$ cat src/rtl/pipe_skid_reg.sv
// Two-entry skid-buffered pipeline register carrying an instruction word and its PC.
// in_ready is derived from registered state only, so back-pressure never forms a combinational path.
module pipe_skid_reg #(
  parameter int                  WIDTH    = 16,
  parameter int                  PC_WIDTH = 16,
  parameter logic [WIDTH-1:0]    NOP_WORD = '0
) (
  input  logic                CLK,
  input  logic                reset,
  input  logic                in_valid,
  output logic                in_ready,
  input  logic [WIDTH-1:0]    in_data,
  input  logic [PC_WIDTH-1:0] in_pc,
  input  logic                flush,
  output logic                out_valid,
  input  logic                out_ready,
  output logic [WIDTH-1:0]    out_data,
  output logic [PC_WIDTH-1:0] out_pc,
  output logic [1:0]          occupancy
);

  // Encoding equals the number of held words, so occupancy is the state itself.
  typedef enum logic [1:0] {
    S_EMPTY = 2'd0,
    S_ONE   = 2'd1,
    S_FULL  = 2'd2
  } state_t;

  state_t                state_q, state_d;
  logic [WIDTH-1:0]      main_data_q, main_data_d;
  logic [PC_WIDTH-1:0]   main_pc_q,   main_pc_d;
  logic [WIDTH-1:0]      skid_data_q, skid_data_d;
  logic [PC_WIDTH-1:0]   skid_pc_q,   skid_pc_d;

  logic accept;
  logic consume;

  assign in_ready  = (state_q != S_FULL);
  assign out_valid = (state_q != S_EMPTY);
  assign out_data  = out_valid ? main_data_q : NOP_WORD;
  assign out_pc    = out_valid ? main_pc_q   : '0;
  assign occupancy = state_q;

  assign accept  = in_valid  & in_ready;
  assign consume = out_valid & out_ready;

  always_comb begin
    // NOTE: every signal gets its hold value first so no path through the case infers a latch.
    state_d     = state_q;
    main_data_d = main_data_q;
    main_pc_d   = main_pc_q;
    skid_data_d = skid_data_q;
    skid_pc_d   = skid_pc_q;

    if (flush) begin
      state_d = S_EMPTY;
    end else begin
      unique case (state_q)
        S_EMPTY: begin
          if (accept) begin
            state_d     = S_ONE;
            main_data_d = in_data;
            main_pc_d   = in_pc;
          end
        end
        S_ONE: begin
          if (accept && consume) begin
            main_data_d = in_data;
            main_pc_d   = in_pc;
          end else if (accept) begin
            state_d     = S_FULL;
            skid_data_d = in_data;
            skid_pc_d   = in_pc;
          end else if (consume) begin
            state_d = S_EMPTY;
          end
        end
        S_FULL: begin
          // Skid word moves up behind the departing head, keeping FIFO order.
          if (consume) begin
            state_d     = S_ONE;
            main_data_d = skid_data_q;
            main_pc_d   = skid_pc_q;
          end
        end
        default: state_d = S_EMPTY;
      endcase
    end
  end

  // NOTE: the data entries are reset too; only two words, and it keeps post-reset contents deterministic.
  always_ff @(posedge CLK or negedge reset) begin
    if (!reset) begin
      state_q     <= S_EMPTY;
      main_data_q <= '0;
      main_pc_q   <= '0;
      skid_data_q <= '0;
      skid_pc_q   <= '0;
    end else begin
      // NOTE: non-blocking updates so every flop samples the pre-edge value of the others.
      state_q     <= state_d;
      main_data_q <= main_data_d;
      main_pc_q   <= main_pc_d;
      skid_data_q <= skid_data_d;
      skid_pc_q   <= skid_pc_d;
    end
  end

endmodule

$ cat config.mk
export PLATFORM = sky130hd
export DESIGN_NAME = pipe_skid_reg
export DESIGN_NICKNAME = d
export VERILOG_FILES = /design/src/rtl/pipe_skid_reg.sv
export SDC_FILE = /design/constraint.sdc
export NUM_CORES = 1
export LEC_CHECK = 0
export BUFFER_PORTS_ARGS = -buffer_cell sky130_fd_sc_hd__buf_2
export CAP_MARGIN = 10
export CORE_AREA = 3 3 85 87
export DETAILED_ROUTE_END_ITERATION = 7
export DIE_AREA = 0 0 88 90
export GPL_TIMING_DRIVEN = 1
export PLACE_DENSITY = 0.83
export SYNTH_ARGS = -nofsm -noshare
export SYNTH_HDL_FRONTEND = slang
export SYNTH_SLANG_ARGS = --single-unit
$ cat constraint.sdc
create_clock -name CLK -period 3.3 [get_ports CLK]
set_input_delay 0.66 -clock CLK [delete_from_list [all_inputs] [get_ports CLK]]
set_output_delay 0.66 -clock CLK [all_outputs]
set_load 0.005 [all_outputs]
# Yosys cells after proc, flatten, opt, wreduce, memory -nomap -nowiden
# Index checks and enable logic that the tools add are counted.
op_classes:
  eq_ne: 10
  mux: 17
  n_bitwise: 4
  reduce_logical: 7
ops:
  columns: ["cell", "n"]
  rows:
  - ["$mux 16", 8]
  - ["$pmux 16 s3", 2]
  - ["$mux 2", 6]
  - ["$ne 3x3->1 const B", 3]
  - ["$ne 2x2->1 const B", 4]
  - ["$reduce_and 4->1", 2]
  - ["$pmux 2 s3", 1]
  - ["$reduce_and 5->1", 1]
  - ["$ne 4x4->1 const B", 1]
  - ["$reduce_bool 3->1", 1]
  - ["$and 1x1->1", 2]
  - ["$eq 2x1->1 const B", 1]
  - ["$eq 2x2->1 const B", 1]
  - ["$logic_not 2->1", 1]
  - ["$not 1->1", 2]
  - ["$reduce_bool 2->1", 1]
  - ["$logic_and 1x1->1", 1]
totals:
  ff_bits: 66
  inputBits: 37
  word_cells: 43

# Depth between registers and ports, before layout
# Gate-level depths: netlist of run 1.
logic_depth:
  ltp_word: 7
  ltp_mapped: 5
  mapped_depth_nobuf: 4

# Worst setup path before layout of run 1
# Ideal clock, no wire load.
synth_timing:
  path_type: "input-to-reg"
  startpoint: "input in_valid"
  endpoint: "register main_data_q[9]"
  arrival_ns: 1.651
  setup_slack_ns: 1.521
  path_stages: 5
  path_cell_list: "nor2b_2 > nand2_1 > a21oi_4 > buf_6 > mux2_1"
synth_via:
  elab_chain_cells: 4
  word_cells_on_any_way: 5
  cone_classes: "2 x eq/ne; 1 x bitwise; 2 x reduce/logical"
synth_lines:
  columns: ["item", "line", "source"]
  rows:
  - ["start, declared", "10", "input logic in_valid,"]
  - ["$and 1x1->1 *", "44", "assign accept = in_valid & in_ready;"]
  - ["$logic_and 1x1->1", "67", "if (accept && consume) begin"]
  - ["$ne 2x2->1 (no source line)", null, null]
  - ["$reduce_and 5->1 (no source line) *", null, null]
  - ["end signal, assigned", "102", "main_data_q <= main_data_d;"]
  - ["end, declared", "30", "logic [WIDTH-1:0] main_data_q, main_data_d;"]
# Mark *: on every way between the ends. The rest lies on a longest branch, timed or not.
# A chain may end at the register's enable or synchronous reset.

# Final worst setup path of run 1
layout_timing:
  startpoint: "register state_q[1], in the netlist occupancy[1]"
  endpoint: "output out_data[9]"
layout_via:
  elab_chain_cells: 2
layout_lines:
  columns: ["item", "line", "source"]
  rows:
  - ["start, declared", "29", "state_t state_q, state_d;"]
  - ["start signal, assigned", "101", "state_q <= state_d;"]
  - ["$reduce_bool 2->1", "39", "assign out_valid = (state_q != S_EMPTY);"]
  - ["$mux 16", "40", "assign out_data = out_valid ? main_data_q : NOP_WORD;"]
  - ["end, declared", "17", "output logic [WIDTH-1:0] out_data,"]
# No other way between the ends.

==> impl_metrics.py, run 1 <==
metrics = {
    "run_status": {
        "outcome": "finished clean",
    },
    "logic_synthesis": {
        "synth-edff-count": 0,
        "synthAdderAreaFrac_pct": 0,
        "syn-cell-area_sq_um": 3415,
        "synth_top_area_share_pct": 48.37,
        "yosysMostFrequentCell": "dfrtp_1",
        "synth_flop_cell": "dfrtp_1",
        "synth_top_family_by_area": "multiplexers",
        "synth_cells": 224,
        "yosys.area_share.xor_xnor_pct": 0,
        "syn-mean-instance-area_sq_um": 15.24,
        "synth_area_leaders": "dfrtp_1 (48%), mux2_4 (25%), mux2_2 (8.9%)",
        "ys_ff_latch": 66,
        "synth_seq_area_share_pct": 48.37,
        "synthSimpleGateAreaFrac_pct": 7.915,
        "muxShareOfSynthArea_pct": 37.82,
        "synth_compound_area_share_pct": 1.283,
        "ys_types": 20,
        "synth_nets": 261,
        "synth_common_cells": "dfrtp_1 (66), mux2_4 (56), nor2b_1 (33)",
        "synthArstFlopShare_pct": 100.0,
        "yosysTopAreaCell": "dfrtp_1",
        "synth_warnings": 0,
    },
    "setup_path": {
        "worstPathMaxFanout": 21,
        "r2r_cells": 5,
        "required_ns": 2.64,
        "cp_num_cells": 4,
        "start_kind": "register",
        "startpoint": "occupancy[1]$_DFFE_PN0P_",
        "path_delay_family": "simple AND/OR/NAND/NOR gates",
        "path_buf_inv": 2,
        "cpPeakStageDelay_ns": 0.48,
        "rrSetupSlack_ns": 1.25,
        "timing.rr.end": "main_data_q[8]$_DFFE_PN0P_",
        "arrival_ns": 1.85,
        "reg2reg_from": "occupancy[1]$_DFFE_PN0P_",
        "end_kind": "output port",
        "worstPathCellList": "nor2_2 -> buf_4 -> nor2b_1 -> buf_2",
        "slowest_stage": "nor2_2",
        "critPathCapture": "out_data[9]",
        "critPathKind": "reg -> out",
    },
    "sta": {
        "setup_viol": 0,
        "rsz0062_at_grt": "no",
        "clock.fmax_mhz": 398.7,
        "hold_viol": 0,
        "slew_headroom_pct": 44.90,
        "tightest_slew_ns": 0.8265,
        "finalCriticalPeriod_ns": 2.508,
        "clock_skew_ns": 0.01137,
        "slew_viol_final": 0,
        "setup_tns_ns": 0,
        "fin_crit_sh_pct": 76.01,
    },
    "detailed_routing": {
        "routed_wl_mm": 5.869,
        "wl_per_cell_microns": 15.40,
        "vias_per_cell": 5.134,
        "antenna_left": 0,
        "dr.pass1.iters": 4,
        "num_vias": 1956,
        "drc": 0,
        "drt_iter0_markers": 56,
    },
    "global_route": {
        "grt_pass1_vias": 2040,
        "grt-ovfl-total": 0,
        "grt_usage_pct": 15.80,
        "grt_first_pass_wirelength_mm": 9.708,
        "antenna_found_initial": 0,
        "grt_max_degree": 67,
    },
    "clock_tree": {
        "clkLatencyLatePin_ns": 0.33,
        "post_cts_buffers": 0,
        "cts_buffer_depth": 2,
        "cts.hold.buffers_added": 0,
        "htreeDepth": 3,
        "cts_tree": "done",
        "cts_buffers": 9,
        "cts_resized": 0,
        "clk_pin_slew_ns": 0.06,
        "clock_sinks": 66,
        "clock-root-buffer": "clkbuf_8",
    },
    "final_layout": {
        "fillCellCount": 510,
        "synthToLayoutAreaGrowth_pct": 15.39,
        "layout-drive-gt1-share_pct": 59.54,
        "design_area_sq_um": 3940,
        "n_antenna_cell": 0,
        "nets": 337,
    },
    "pwr": {
        "leakage_nw": 1.906,
        "ir_drop_v": 0.0003107,
        "powerDensity_nw_per_um2": 533.7,
    },
    "die": {
        "initial_core_util_pct": 53.17,
        "die_h_microns": 90,
        "die_area_sq_um": 7920,
        "num_rows": 29,
        "fp.dieW_microns": 88,
        "num_io_pins": 73,
        "coreArea_sq_um": 6422,
    },
    "placement": {
        "gp_congestion": 0.7102,
        "dpl.hpwl_mm": 4.112,
        "postPlaceCellArea_sq_um": 3789,
        "io_buffers": 72,
    },
    "worst_hold_path": {
        "hold_class": "reg -> reg",
    },
    "flow_run": {
        "drv_cap": 0,
    },
}
-- final cells by class --
type	instances	area [sq um]	share of cell area, %
Sequential cell	66	1652	41.92
Multi-Input combinational cell	143	1615	41.00
Timing Repair Buffer	78	417.9	10.61
Clock buffer	11	131.4	3.334
Tap cell	77	96.34	2.445
Clock inverter	4	20.02	0.5081
Inverter	2	7.507	0.1905
-- cell families after synthesis --
| family | after synthesis |
|---|---|
| multiplexers | 96 |
| AND/OR/NAND/NOR | 42 |
| buffers and inverters | 15 |
| flip-flops | 66 |
| AO/OA/AOI/OAI | 5 |
-- placed cells by master, fill, tap and decap left out, types with 2 or more instances in the layout --
master	netlist	routed
nor2b_1	33	32
mux2_2	27	27
clkinv_2	0	4
buf_2	0	72
a21oi_1	2	2
mux2_1	13	13
clkbuf_1	3	2
inv_1	2	2
dfrtp_1	66	66
buf_4	0	5
clkbuf_8	0	9
mux2_4	56	56
nand2_1	2	2
-- metrics by stage --
step / utilization, % / worst slack [ns] / power [mW] / instances / hold WS, ns
after floorplan: - / 1.521 / 1.429 / 224 / 0.3644
after global placement: 58.99 / 0.9938 / 1.551 / 366 / 0.4608
after detailed placement: 58.99 / 0.9251 / 1.583 / 366 / 0.4664
final: 61.35 / 0.7916 / 2.103 / 381 / 0.4771
after CTS: 61.35 / 0.7198 / 2.137 / 381 / 0.4813
after global routing: 61.35 / 0.6150 / 2.234 / 381 / 0.4986
-- routing by layer --
metal	GRT usage, %	up-vias	part of all wire [%]	wire length [microns]
li1	-	925	-	-
met1	20.51	982	45	2631
met2	24.81	41	49	2890
met3	2.925	8	3.8	225
met4	8.184	0	2.1	121
met5	0	-	0	0
-- report_power, final --
part | internal, mW | leakage (nW) | switching (mW)
Clock | 0.264 | 0.0827 | 0.283
Sequential | 1.00 | 0.796 | 0.0966
Combinational | 0.304 | 1.03 | 0.152
Total | 1.57 | 1.91 | 0.532
-- state kept, by name, indices dropped and copies added (netlist names) --
| signal | flops |
|---|---|
| skid_data_q | 16 |
| occupancy | 2 |
| skid_pc_q | 16 |
| main_pc_q | 16 |
| main_data_q | 16 |
-- worst min-delay path by stage --
stage | cells past startpoint | end | slack, ns | startpoint
final | 1 | main_pc_q[0]$_DFFE_PN0P_ | 0.48 | main_pc_q[0]$_DFFE_PN0P_
after global routing | 1 | main_pc_q[0]$_DFFE_PN0P_ | 0.50 | main_pc_q[0]$_DFFE_PN0P_
after CTS | 1 | main_pc_q[0]$_DFFE_PN0P_ | 0.48 | main_pc_q[0]$_DFFE_PN0P_
after detailed placement | 1 | main_pc_q[0]$_DFFE_PN0P_ | 0.47 | main_pc_q[0]$_DFFE_PN0P_
after global placement | 1 | main_pc_q[0]$_DFFE_PN0P_ | 0.46 | main_pc_q[0]$_DFFE_PN0P_
after floorplan | 0 | main_data_q[0]$_DFFE_PN0P_ | 0.36 | reset
Note: power is estimated with default switching activity, not from simulation.
==> inputs of run 2 (changes only) <==
--- a/config.mk
+++ b/config.mk
@@ -5,11 +5,12 @@
 export SDC_FILE = /design/constraint.sdc
 export NUM_CORES = 1
 export LEC_CHECK = 0
+export ABC_AREA = 1
 export BUFFER_PORTS_ARGS = -buffer_cell sky130_fd_sc_hd__buf_2
 export CAP_MARGIN = 10
-export CORE_AREA = 3 3 85 87
+export CORE_AREA = 3 3 84 86
 export DETAILED_ROUTE_END_ITERATION = 7
-export DIE_AREA = 0 0 88 90
+export DIE_AREA = 0 0 87 89
 export GPL_TIMING_DRIVEN = 1
 export PLACE_DENSITY = 0.83
 export SYNTH_ARGS = -nofsm -noshare
==> constraint.sdc (replaced) <==
create_clock -name CLK -period 2.4 [get_ports CLK]
set_input_delay 0.48 -clock CLK [delete_from_list [all_inputs] [get_ports CLK]]
set_output_delay 0.48 -clock CLK [all_outputs]
set_load 0.005 [all_outputs]
==> impl_metrics.py, run 2 <==
metrics = {
    "final_layout": {
        "nets": 541,
        "n_antenna_cell": 0,
        "design_area_sq_um": 3900,
        "layout-drive-gt1-share_pct": 20.28,
        "fin_util_pct": 61.42,
        "final_cell_count_no_fill": 585,
        "final_common_cell": "nand2_1",
        "most-common-layout-cells": "nand2_1 (133), buf_2 (72), inv_1 (69)",
        "synthToLayoutAreaGrowth_pct": 17.89,
    },
    "flow_run": {
        "drv_cap": 0,
    },
    "detailed_routing": {
        "wl_per_cell_microns": 12.41,
        "antenna_left": 0,
        "num_vias": 2893,
        "drc": 0,
        "dr.pass1.iters": 5,
        "drt_iter0_markers": 207,
        "vias_per_cell": 4.945,
        "routed_wl_mm": 7.257,
    },
    "setup_path": {
        "worstPathMaxFanout": 22,
        "worstPathCellList": "inv_2 -> nand2_2 -> buf_4 -> buf_2",
        "arrival_ns": 1.64,
        "end_kind": "output port",
        "critPathKind": "reg -> out",
        "required_ns": 1.92,
        "slowest_stage": "dfrtp_1",
        "cpPeakStageDelay_ns": 0.44,
        "start_kind": "register",
    },
    "sta": {
        "fin_crit_sh_pct": 88.50,
        "tightest_slew_ns": 0.5770,
        "slew_headroom_pct": 61.40,
        "fin_ws_ns": 0.2759,
        "setup_tns_ns": 0,
        "clock.fmax_mhz": 470.8,
        "rsz0062_at_grt": "no",
        "hold_slack_ns": 0.04780,
        "finalCriticalPeriod_ns": 2.124,
        "hold_viol": 0,
        "setup_viol": 0,
        "slew_viol_final": 0,
        "clock_skew_ns": 0.007682,
    },
    "logic_synthesis": {
        "synth_flop_cell": "dfrtp_1",
        "synth-edff-count": 0,
        "synth_cells": 436,
        "synthArstFlopShare_pct": 100.0,
        "synth_warnings": 0,
        "synth_nets": 473,
        "synth_area_leaders": "dfrtp_1 (50%), nand2_1 (15%), inv_1 (7.8%)",
        "ys_ff_latch": 66,
        "synth_common_cells": "nand2_1 (133), inv_1 (69), dfrtp_1 (66)",
        "synth_seq_area_share_pct": 49.92,
        "ys_types": 16,
        "yosysMostFrequentCell": "nand2_1",
        "yosysTopAreaCell": "dfrtp_1",
        "syn-cell-area_sq_um": 3308,
        "synth_top_area_share_pct": 49.92,
        "syn-mean-instance-area_sq_um": 7.588,
    },
    "clock_tree": {
        "clk_pin_slew_ns": 0.07,
        "cts_buffers": 9,
        "cts.hold.buffers_added": 0,
        "htreeDepth": 3,
        "clkLatencyLatePin_ns": 0.35,
        "clock_sinks": 66,
        "cts_buffer_depth": 2,
        "cts_resized": 0,
        "cts_tree": "done",
        "post_cts_buffers": 0,
        "clock-root-buffer": "clkbuf_8",
    },
    "global_route": {
        "grt-ovfl-total": 0,
        "grt_first_pass_wirelength_mm": 12.34,
        "grt_pass1_vias": 2741,
        "grt_max_degree": 36,
        "grt_usage_pct": 20.35,
        "antenna_found_initial": 0,
    },
    "run_status": {
        "outcome": "finished clean",
    },
    "worst_hold_path": {
        "hold_class": "in -> async",
    },
    "pwr": {
        "switchingPower_mw": 1.017,
        "p_total_mw": 3.305,
        "switching_share_pct": 30.77,
        "powerDensity_nw_per_um2": 847.5,
        "ir_drop_v": 0.0005866,
        "p_clk_share_pct": 27.6,
        "seqPwrFrac_pct": 46.7,
        "pwr-share-comb_pct": 25.7,
        "p_int_mw": 2.288,
        "leakage_nw": 2.297,
    },
    "placement": {
        "gp_congestion": 0.7596,
        "placed_cells": 570,
        "postPlaceCellArea_sq_um": 3715,
        "dpl.hpwl_mm": 5.026,
        "io_buffers": 72,
        "post-place-ws_ns": 0.4053,
    },
    "die": {
        "num_rows": 29,
        "die_area_sq_um": 7743,
        "initial_core_util_pct": 52.10,
        "num_io_pins": 73,
        "fp.dieW_microns": 87,
        "die_h_microns": 89,
        "coreArea_sq_um": 6350,
    },
}
-- run 2: cell count changes after synthesis, sizes merged, moves of 30 or more --
cell	delta
nand2	+134
mux2	-96
inv	+69
nand3	+35
o21ai	+35
nor2b	-34
nor2	+31
o21a	+30
-- run 2: final cells by class --
class                           count  area (sq um)
Inverter                           71         266.5
Sequential cell                    66          1652
Tap cell                           77         96.34
Clock inverter                      3         40.04
Clock buffer                       12         145.1
Fill cell                         563          2450
Timing Repair Buffer               83         442.9
Multi-Input combinational cell    273          1257
-- run 2: final timing paths --
| path | start | slack, ns | to | depth (start not counted) |
|---|---|---|---|---|
| max in group asynchronous | reset | 1.68 | main_data_q[8]$_DFFE_PN0P_ | 2 |
| setup / recovery | occupancy[0]$_DFFE_PN0P_ | 0.28 | in_ready | 4 |
| setup reg to reg | occupancy[0]$_DFFE_PN0P_ | 0.44 | main_data_q[13]$_DFFE_PN0P_ | 7 |
| hold reg to reg | main_pc_q[3]$_DFFE_PN0P_ | 0.47 | main_pc_q[3]$_DFFE_PN0P_ | 2 |
| min in group CLK | in_data[4] | 0.36 | skid_data_q[4]$_DFFE_PN0P_ | 2 |
| hold / removal | reset | 0.05 | main_data_q[4]$_DFFE_PN0P_ | 1 |
-- run 2: routing by layer --
| metal | vias to the layer above | GRT usage (%) | part of all wire, % |
|---|---|---|---|
| met4 | 0 | 6.232 | 1.3 |
| met5 | - | 0 | 0 |
| met3 | 7 | 5.069 | 5.3 |
| met1 | 1346 | 26.22 | 44 |
| li1 | 1469 | - | - |
| met2 | 71 | 34.02 | 50 |
-- run 2: power groups by stage --
stage                     clock, mW  sequential, mW  combinational, mW
after CTS                     0.927            1.54              0.865
after detailed placement          0            1.56              0.857
after global placement            0            1.55              0.813
after floorplan                   0            1.53              0.620
after global routing          0.987            1.57              0.998
final                         0.911            1.54              0.851
-- run 2: kinds of logic after synthesis --
family                 count (synthesis)  share of synthesized area (%)
DFF                                   66                          49.92
and+or+nand+nor                      206                          25.08
AOI/OAI and AO/OA                     67                          12.93
buffers and inverters                 97                          12.07
-- run 2: critical path: cells and delay by family, from the launching register on --
| kind | cells | cell delay, ns |
|---|---|---|
| buffers and inverters | 3 | 0.51 |
| and+or+nand+nor | 1 | 0.34 |
| DFF | 1 | 0.44 |
